===== config.mk =====
export PLATFORM = sky130hd
export DESIGN_NAME = cache_miss_engine
export DESIGN_NICKNAME = d
export VERILOG_FILES = /design/src/rtl/cache_miss_engine.sv
export SDC_FILE = /design/constraint.sdc
export NUM_CORES = 1
export LEC_CHECK = 0
export BUFFER_PORTS_ARGS = -buffer_cell sky130_fd_sc_hd__buf_2
export CAP_MARGIN = 20
export CORE_AREA = 2 2 237 239
export CTS_CLUSTER_DIAMETER = 60
export DETAILED_ROUTE_END_ITERATION = 16
export DIE_AREA = 0 0 239 241
export GPL_TIMING_DRIVEN = 0
export PLACE_DENSITY = 0.4
export SLEW_MARGIN = 20
export SYNTH_ARGS = -nofsm -noshare
export SYNTH_HDL_FRONTEND = slang
export SYNTH_SLANG_ARGS = --single-unit

===== constraint.sdc =====
create_clock -name clk -period 1.9 [get_ports clk]
set_input_delay 0.095 -clock clk [delete_from_list [all_inputs] [get_ports clk]]
set_output_delay 0.095 -clock clk [all_outputs]
set_load 0.02 [all_outputs]

===== src/rtl/cache_miss_engine.sv =====
// Line-transfer engine for a cache miss: optional dirty-victim write-back burst, then a line fill.
// Optional build macro CRITICAL_BEAT_FIRST_EN: fill starts at the missing beat and wraps.
module cache_miss_engine #(
  parameter  int ADDR_SIZE      = 32,
  parameter  int DATA_SIZE      = 32,
  parameter  int BLOCK_SIZE     = 6,
  parameter  int INDEX_SIZE     = 7,
  parameter  int WR_M_DATA_SIZE = 4,
  parameter  int TAG_SIZE       = ADDR_SIZE - BLOCK_SIZE - INDEX_SIZE,
  localparam int BEATS          = (1 << BLOCK_SIZE) / (WR_M_DATA_SIZE * DATA_SIZE / 8),
  localparam int BEAT_W         = (BEATS > 1) ? $clog2(BEATS) : 1
) (
  input  logic                                clk,
  input  logic                                rst_n,
  input  logic                                miss_valid,
  output logic                                miss_ready,
  input  logic [ADDR_SIZE-1:0]                miss_addr,
  input  logic                                miss_dirty,
  input  logic [TAG_SIZE-1:0]                 victim_tag,
  output logic                                busy,
  output logic                                fill_done,
  output logic                                arr_rd_en,
  output logic [BEAT_W-1:0]                   arr_rd_beat,
  input  logic [WR_M_DATA_SIZE*DATA_SIZE-1:0] arr_rd_data,
  output logic                                arr_wr_en,
  output logic [BEAT_W-1:0]                   arr_wr_beat,
  output logic [WR_M_DATA_SIZE*DATA_SIZE-1:0] arr_wr_data,
  output logic                                addr_valid_out,
  input  logic                                addr_ready,
  output logic [ADDR_SIZE-1:0]                addr_out_m,
  output logic                                rw_out,
  output logic                                valid_wb,
  input  logic                                ready_wb,
  output logic [WR_M_DATA_SIZE*DATA_SIZE-1:0] data_out_m,
  input  logic                                valid_ld,
  input  logic [WR_M_DATA_SIZE*DATA_SIZE-1:0] data_in_m,
  output logic                                ready_ld
);

  localparam int LINE_W      = WR_M_DATA_SIZE * DATA_SIZE;
  localparam int LINE_ADDR_W = ADDR_SIZE - BLOCK_SIZE;
  localparam int BEAT_LSB    = BLOCK_SIZE - $clog2(BEATS);

  generate
    if (BEATS < 1 || (BEATS & (BEATS - 1)) != 0) begin : g_bad_beats
      $error("cache_miss_engine: beats per line must be a power of two and at least 1");
    end
  endgenerate

  typedef enum logic [2:0] {
    IDLE, WB_ADDR, WB_RD, WB_DATA, LD_ADDR, LD_DATA, DONE
  } state_e;

  state_e                 state_q, state_d;
  logic [BEAT_W-1:0]      wb_cnt_q, wb_cnt_d;
  logic [BEAT_W-1:0]      ld_cnt_q, ld_cnt_d;
  logic                   rd_wait_q, rd_wait_d;
  logic [LINE_ADDR_W-1:0] line_q, line_d;
  logic [BEAT_W-1:0]      start_beat_q, start_beat_d;
  logic [ADDR_SIZE-1:0]   addr_q, addr_d;
  logic [LINE_W-1:0]      data_out_q, data_out_d;

  logic [BEAT_W-1:0]      start_beat_in;
  logic [ADDR_SIZE-1:0]   wb_addr;
  logic                   unused_offset;

`ifdef CRITICAL_BEAT_FIRST_EN
  assign start_beat_in = (BEATS > 1) ? miss_addr[BEAT_LSB +: BEAT_W] : '0;
`else
  assign start_beat_in = '0;
`endif

  // Byte offset below the beat field never reaches memory: bursts are beat-aligned.
  assign unused_offset = ^miss_addr[BLOCK_SIZE-1:0];

  assign wb_addr = {victim_tag, miss_addr[BLOCK_SIZE +: INDEX_SIZE], {BLOCK_SIZE{1'b0}}};

  function automatic logic [ADDR_SIZE-1:0] load_addr(input logic [LINE_ADDR_W-1:0] line,
                                                      input logic [BEAT_W-1:0]      sb);
    logic [ADDR_SIZE-1:0] a;
    a = {line, {BLOCK_SIZE{1'b0}}};
    if (BEATS > 1) a = a | (ADDR_SIZE'(sb) << BEAT_LSB);
    return a;
  endfunction

  // NOTE: every signal assigned here gets a default first, so no path leaves one unassigned (no latch).
  always_comb begin
    state_d      = state_q;
    wb_cnt_d     = wb_cnt_q;
    ld_cnt_d     = ld_cnt_q;
    rd_wait_d    = rd_wait_q;
    line_d       = line_q;
    start_beat_d = start_beat_q;
    addr_d       = addr_q;
    data_out_d   = data_out_q;

    unique case (state_q)
      IDLE: begin
        if (miss_valid) begin
          line_d       = miss_addr[ADDR_SIZE-1:BLOCK_SIZE];
          start_beat_d = start_beat_in;
          if (miss_dirty) begin
            state_d = WB_ADDR;
            addr_d  = wb_addr;
          end else begin
            state_d = LD_ADDR;
            addr_d  = load_addr(miss_addr[ADDR_SIZE-1:BLOCK_SIZE], start_beat_in);
          end
        end
      end
      WB_ADDR: begin
        if (addr_ready) begin
          state_d   = WB_RD;
          wb_cnt_d  = '0;
          rd_wait_d = 1'b0;
        end
      end
      WB_RD: begin
        // First cycle issues the array read, second cycle captures the returned beat.
        if (!rd_wait_q) begin
          rd_wait_d = 1'b1;
        end else begin
          rd_wait_d  = 1'b0;
          data_out_d = arr_rd_data;
          state_d    = WB_DATA;
        end
      end
      WB_DATA: begin
        if (ready_wb) begin
          if (wb_cnt_q == BEAT_W'(BEATS - 1)) begin
            state_d = LD_ADDR;
            addr_d  = load_addr(line_q, start_beat_q);
          end else begin
            wb_cnt_d = wb_cnt_q + BEAT_W'(1);
            state_d  = WB_RD;
          end
        end
      end
      LD_ADDR: begin
        if (addr_ready) begin
          state_d  = LD_DATA;
          ld_cnt_d = '0;
        end
      end
      LD_DATA: begin
        if (valid_ld) begin
          if (ld_cnt_q == BEAT_W'(BEATS - 1)) state_d = DONE;
          else                                ld_cnt_d = ld_cnt_q + BEAT_W'(1);
        end
      end
      DONE:    state_d = IDLE;
      default: state_d = IDLE;
    endcase
  end

  // NOTE: sequential state uses non-blocking assignments so all flops update together at the edge.
  always_ff @(posedge clk or negedge rst_n) begin
    if (!rst_n) begin
      state_q      <= IDLE;
      wb_cnt_q     <= '0;
      ld_cnt_q     <= '0;
      rd_wait_q    <= 1'b0;
      line_q       <= '0;
      start_beat_q <= '0;
      addr_q       <= '0;
      data_out_q   <= '0;
    end else begin
      state_q      <= state_d;
      wb_cnt_q     <= wb_cnt_d;
      ld_cnt_q     <= ld_cnt_d;
      rd_wait_q    <= rd_wait_d;
      line_q       <= line_d;
      start_beat_q <= start_beat_d;
      addr_q       <= addr_d;
      data_out_q   <= data_out_d;
    end
  end

  assign miss_ready     = (state_q == IDLE);
  assign busy           = (state_q != IDLE);
  assign fill_done      = (state_q == DONE);
  assign addr_valid_out = (state_q == WB_ADDR) || (state_q == LD_ADDR);
  assign rw_out         = (state_q == WB_ADDR);
  assign addr_out_m     = addr_q;
  assign valid_wb       = (state_q == WB_DATA);
  assign data_out_m     = data_out_q;
  assign arr_rd_en      = (state_q == WB_RD) && !rd_wait_q;
  assign arr_rd_beat    = wb_cnt_q;
  assign ready_ld       = (state_q == LD_DATA);
  assign arr_wr_en      = valid_ld && ready_ld;
  assign arr_wr_beat    = start_beat_q + ld_cnt_q;
  assign arr_wr_data    = data_in_m;

endmodule


After elaboration in Yosys (flattened, before gate mapping)

Cells that the tools add are included.
W data, S select, Z words.

Register bits after elaboration: 194
Bits in latches: 0
Bits in writable memories: 0
Bits in read-only memories: 0
Bits of input ports: 314
Output and inout bits: 301
Logic and storage cells: 69
Memories kept: 0

Add/subtract/negate cells: 2
Multiply operators: 0
Divide/modulo/power cells: 0
Order comparisons: 0
Equality and inequality tests: 18
Shift operators: 0
Multiplexer cells: 25
Bitwise logic cells: 0
Reductions and logical operators: 17

Operators with widths:

| operator              | number |
|---|---|
| $mux W32              | 4 |
| $pmux W32 S2          | 1 |
| $mux W3               | 9 |
| $pmux W3 S6           | 1 |
| $ne A2 B2 Y1 const B  | 7 |
| $reduce_and A4 Y1     | 3 |
| $mux W2               | 5 |
| $eq A3 B3 Y1 const B  | 3 |
| $pmux W2 S2           | 2 |
| $reduce_bool A2 Y1    | 4 |
| $reduce_and A7 Y1     | 1 |
| $eq A3 B2 Y1 const B  | 2 |
| $ne A2 B1 Y1 const B  | 3 |
| $reduce_and A2 Y1     | 3 |
| $add A2 B1 Y2 const B | 2 |
| $eq A2 B2 Y1 const B  | 2 |
| $eq A3 B1 Y1 const B  | 1 |
| $logic_not A3 Y1      | 1 |
| $reduce_bool A3 Y1    | 1 |
| $logic_and A1 B1 Y1   | 2 |
| $mux W1               | 2 |
| $pmux W1 S2           | 1 |
| $logic_not A1 Y1      | 1 |
| $logic_or A1 B1 Y1    | 1 |

Longest topological paths before layout

Word-level depth: 4
Gate-level depth with buffers: 6

Least setup slack after synthesis

No wires, ideal clock.

Kind: register to register
Start: register state_q[0]
End: register addr_q[11] (netlist: addr_out_m[11])
Setup time: 0.125 ns
Arrival: 1.627 ns
Required time: 1.775 ns
Slack: 0.148 ns
Cell stages (with the launch flop): 6
Clock period less this slack: 1.752 ns
Cells stage by stage: dfrtp_1 buf_6 or3b_4 a21oi_4 buf_12 mux2_4

Cells in the longest elaborated chain, start to end: 3
Elaborated cells on any way between the ends: 8

Ends and longest elaborated chain:

| element                                                 | line | text |
|---|---|---|
| start: declaration                                      | 54   | `state_e state_q, state_d;` |
| start signal: assignment                                | 168  | `state_q <= state_d;` |
| $eq A3 B2 Y1 / $logic_not A3 Y1 (equally long branches) | 97   | `unique case (state_q)` |
| $ne A2 B1 Y1 (no line) (tied with other cells)          | n/a  |  |
| $reduce_and A4 Y1 (no line)                             | n/a  |  |
| end signal: assignment                                  | 174  | `addr_q <= addr_d;` |
| end: declaration                                        | 60   | `logic [ADDR_SIZE-1:0] addr_q, addr_d;` |

Parallel ways exist; a longest one is shown, timed or not.
A chain may end at the register's enable or synchronous reset.

Worst setup path in the final report

Start: register state_q[1]
End: register addr_q[24] (netlist: addr_out_m[24])

The elaborated chain is that of the path after synthesis.

==> results by group <==
Outcome
  – Result of the run: complete, no violations

Floorplan
  – Die Footprint: approximately 0.058 mm2
  – Number of placement rows: 86
  – Die extent in x: 239 um
  – Number of primary I/O pins: ~600
  – Placeable core area: 0.0549 mm2
  – Initial cell density of the core: 16.3%
  – Die height: ~240 um

Finish
  – Non-filler instance count after layout: around 2000
  – Layout net count: ~1600
  – Fraction of layout instances using a drive strength above 1: 69.5%
  – Layout-stage area growth over the synthesis result: 64.3%
  – Number of fillers in the final layout: 5807

Power
  – Max rail drop VDD: 0.605 mV
  – PwrDens: 1220 mW/mm2
  – Static leakage: 7.57 nW

Setup path
  – Most frequent cell on the critical path: sky130_fd_sc_hd__buf_12
  – Nature of the critical path startpoint: flop
  – Critical-path cell list: buf_4 > or3b_4 > a21oi_4 > buf_12 > buf_12 > mux2_4
  – Top delay family on crit path: buffers and inverters
  – Class of the most critical setup path: reg2reg
  – Nature of the critical path endpoint: flop
  – Worst Path Arrival: between 2 and 2.5 ns
  – Largest incremental delay on the critical path: 0.41 ns
  – Cell with the biggest individual delay on the critical path: sky130_fd_sc_hd__dfrtp_1
  – Buffers plus inverters on the worst setup path: 3
  – Critical Path RT: 2.26 ns
  – Largest fanout on the critical path: 10

STA
  – Measured slew at the worst slew-check pin: approximately 0.76 ns
  – Post-layout worst setup margin: 0.0617 ns
  – Largest clock skew in the final design: 0.0110 ns
  – Time the final worst path needs with I/O delays and setup: 1.84 ns
  – Final Cycle Share: 96.8%
  – FMAX: 544 MHz
  – Worst max-slew margin expressed relative to the limit: approximately half
  – Final hold vios: 0
  – Setup Total Neg Slack: 0 ns
  – RSZ-0062 raised after global routing: true
  – Final Max Slew Viols: 0
  – Total of endpoints with negative setup slack in the final report: 0

Clock network
  – Clock sink count: about 190
  – Number of buffers added by the clock tree synthesis step: 17
  – Clk pin slew, worst setup/hold paths: 0.08 ns
  – Root Buffer: sky130_fd_sc_hd__clkbuf_16
  – Number of levels the H-tree was split into: 4
  – Later-pin clock latency in the skew report: 0.48 ns
  – CTS tree: built
  – CTS max path bufs: 2

Logic synthesis
  – Basic-gate share of the synthesized area counting and, or, nand and nor cells: 2.03%
  – Combined area of all synthesized cells: 0.00893 mm2
  – Xor and xnor area share after synthesis: 0.0981%
  – Fraction of synthesis flops using an asynchronous set or reset pin: 100%
  – Largest family of logic cells by synthesized area: multiplexers
  – Compound-gate portion of the synthesized area: 1.44%
  – List of most frequent post-synthesis cells: 206 x sky130_fd_sc_hd__mux2_2, 188 x sky130_fd_sc_hd__dfrtp_1, 148 x sky130_fd_sc_hd__buf_4
  – Post-synth cell types: 40
  – Top post-synthesis cells by area: sky130_fd_sc_hd__dfrtp_1 53%, sky130_fd_sc_hd__mux2_2 26%, sky130_fd_sc_hd__buf_4 12%, sky130_fd_sc_hd__mux2_4 3.4%, sky130_fd_sc_hd__buf_12 0.45%
  – Syn Area/Cell: 14.1 um2
  – Mapped Cells: between 600 and 700
  – Synthesized-area fraction occupied by adder cells: less than 1%
  – Fraction of synthesized area in multiplexers: 29.6%
  – Proportion of synthesized chip area in sequential cells: 52.7%
  – Most common cell in the netlist: sky130_fd_sc_hd__mux2_2
  – Most used flip-flop cell after synthesis: sky130_fd_sc_hd__dfrtp_1
  – Number of enable-type register cells in the synthesized netlist: 0
  – Cell type with the largest total area after synthesis: sky130_fd_sc_hd__dfrtp_1
  – Area share of the leading cell type in the synthesized netlist: 52.7%
  – Yosys warns: 0
  – Flip-flop and latch count after synthesis: roughly 190

Detailed routing
  – Final wirelength: 32600 um
  – Initial DRT Pass Iterations: 4
  – Routed len/inst: 16.1 um
  – DRC marker count from the first detailed-route iteration: 135
  – Post-detailed-route via-to-cell ratio: 3.58
  – Remaining design rule violation count: 0
  – Detailed-route via count: 7236
  – Routed Antenna Nets: 0

Global route
  – Largest net degree at the start of global routing: 81
  – Number of antenna violations at the first check in global routing: 5
  – Wire length of the first global-routing pass: 45700 um
  – Total congestion overflow after global routing: 0
  – Global routing usage summed across all routing layers: between 10% and 20%
  – Number of global-route vias before repair: about 7400

Placement
  – Worst slack at placement: -0.332 ns
  – Placer congestion estimate: 0.727
  – Inst Count DP: 1819
  – DPL Wire Length: 24800 um
  – Number of port buffers: roughly 470

Job
  – Max-cap violations: 0

Worst hold path
  – Type of the most critical hold path: in2reg
layout make-up:
class                   count  area [um2]  area share (%)
plain buffers             162        1310            8.93
diodes                      4        10.0          0.0682
flip-flops and latches    188        4700            32.1
well taps                 704         881            6.00
repair buffers            645        4120            28.1
clock inverters            13         150            1.02
multi-input cells         282        3030            20.7
clock buffers              19         443            3.02
inverters                   7        26.3           0.179
cells by family after synthesis:
group / Yosys count
buffers and inverters: 169
adders and majority gates: 2
xor gates and xnor gates: 1
and+or+nand+nor: 28
AOI/OAI and AO/OA: 17
other: 1
muxes: 228
DFF: 188
per-stage QoR:
| stage | util [%] | instance area (um2) | hold WS (ns) | total power [mW] |
|---|---|---|---|---|
| 6_report | 26.7 | 14700 | 0.0673 | 17.9 |
| 5_1_grt | 26.7 | 14700 | 0.0478 | 19.0 |
| 4_1_cts | 26.7 | 14700 | 0.0125 | 18.3 |
| 3_5_place_dp | 22.4 | 12300 | 0.00314 | 13.8 |
| 3_3_place_gp | 22.2 | 12200 | 0.327 | 13.7 |
| 2_1_floorplan | - | 8950 | -0.201 | 11.0 |
layer usage:
layer	GRT usage, %	vias to the layer above	wire length [um]
met2	18.9	286	16900
met5	0	-	13
met1	12.2	3510	12900
met3	4.11	27	2360
met4	3.33	2	437
li1	-	3411	-
worst reg2reg max path: stages, from the launching register on:
cell	delay [ns]
sky130_fd_sc_hd__dfrtp_1	0.41
sky130_fd_sc_hd__buf_4	0.15
sky130_fd_sc_hd__or3b_4	0.39
sky130_fd_sc_hd__a21oi_4	0.15
sky130_fd_sc_hd__buf_12	0.14
sky130_fd_sc_hd__buf_12	0.16
sky130_fd_sc_hd__mux2_4	0.31
cell usage in the layout (no fill, tap or decap), types with 3 or more instances in the layout:
cell type,Yosys,routed
sky130_fd_sc_hd__dlygate4sd3_1,0,157
sky130_fd_sc_hd__clkbuf_1,5,3
sky130_fd_sc_hd__diode_2,0,4
sky130_fd_sc_hd__buf_12,2,3
sky130_fd_sc_hd__clkinv_4,0,3
sky130_fd_sc_hd__nand2b_1,4,4
sky130_fd_sc_hd__buf_6,1,15
sky130_fd_sc_hd__mux2_4,20,20
sky130_fd_sc_hd__mux2_2,206,206
sky130_fd_sc_hd__inv_8,0,5
sky130_fd_sc_hd__a22o_1,3,3
sky130_fd_sc_hd__o21ai_0,3,3
sky130_fd_sc_hd__buf_2,6,474
sky130_fd_sc_hd__buf_4,148,149
sky130_fd_sc_hd__inv_1,6,5
sky130_fd_sc_hd__clkbuf_16,0,18
sky130_fd_sc_hd__dfrtp_1,188,188
sky130_fd_sc_hd__nor2b_1,3,3
sky130_fd_sc_hd__conb_1,1,6
sky130_fd_sc_hd__nor2_1,3,3
what timing repair did:
item                                    4_1_cts  5_1_grt
buffers inserted                             12        0
endpoints found under the setup margin      166        4
hold endpoints to repair                    352        0
pin swaps                                     3        0
cloned                                        0        0
resized for setup                            32        3
hold buffers                                157        0
path summary, 6_finish.rpt:
check,to,cells after the start,slack (ns),startpoint
max in group asynchronous,data_out_m[104],3,1.06,rst_n
worst max-delay path,addr_out_m[24],6,0.06,state_q[1]
worst min-delay path,arr_rd_beat[1],4,0.07,addr_ready
worst max register to register,addr_out_m[24],6,0.06,state_q[1]
min in group asynchronous,data_out_m[26],2,0.08,rst_n
worst min register to register,data_out_m[69],1,0.50,data_out_m[69]
power breakdown:
| group | switching [mW] | total (mW) | internal, mW | leakage, nW |
|---|---|---|---|---|
| logic | 4.16 | 7.82 | 3.66 | 4.85 |
| registers | 0.752 | 6.31 | 5.56 | 2.43 |
| clock network | 1.90 | 3.80 | 1.90 | 0.290 |
| total | 6.81 | 17.9 | 11.1 | 7.57 |
registers in the layout, summed over array words and instances, names as in the netlist:
register and flops:
rd_wait_q 1, state_q 3, data_out_m 128, line_q 26, ld_cnt_q 2, arr_rd_beat 2, addr_out_m 26
No activity file was read; power rests on OpenSTA's default activity.
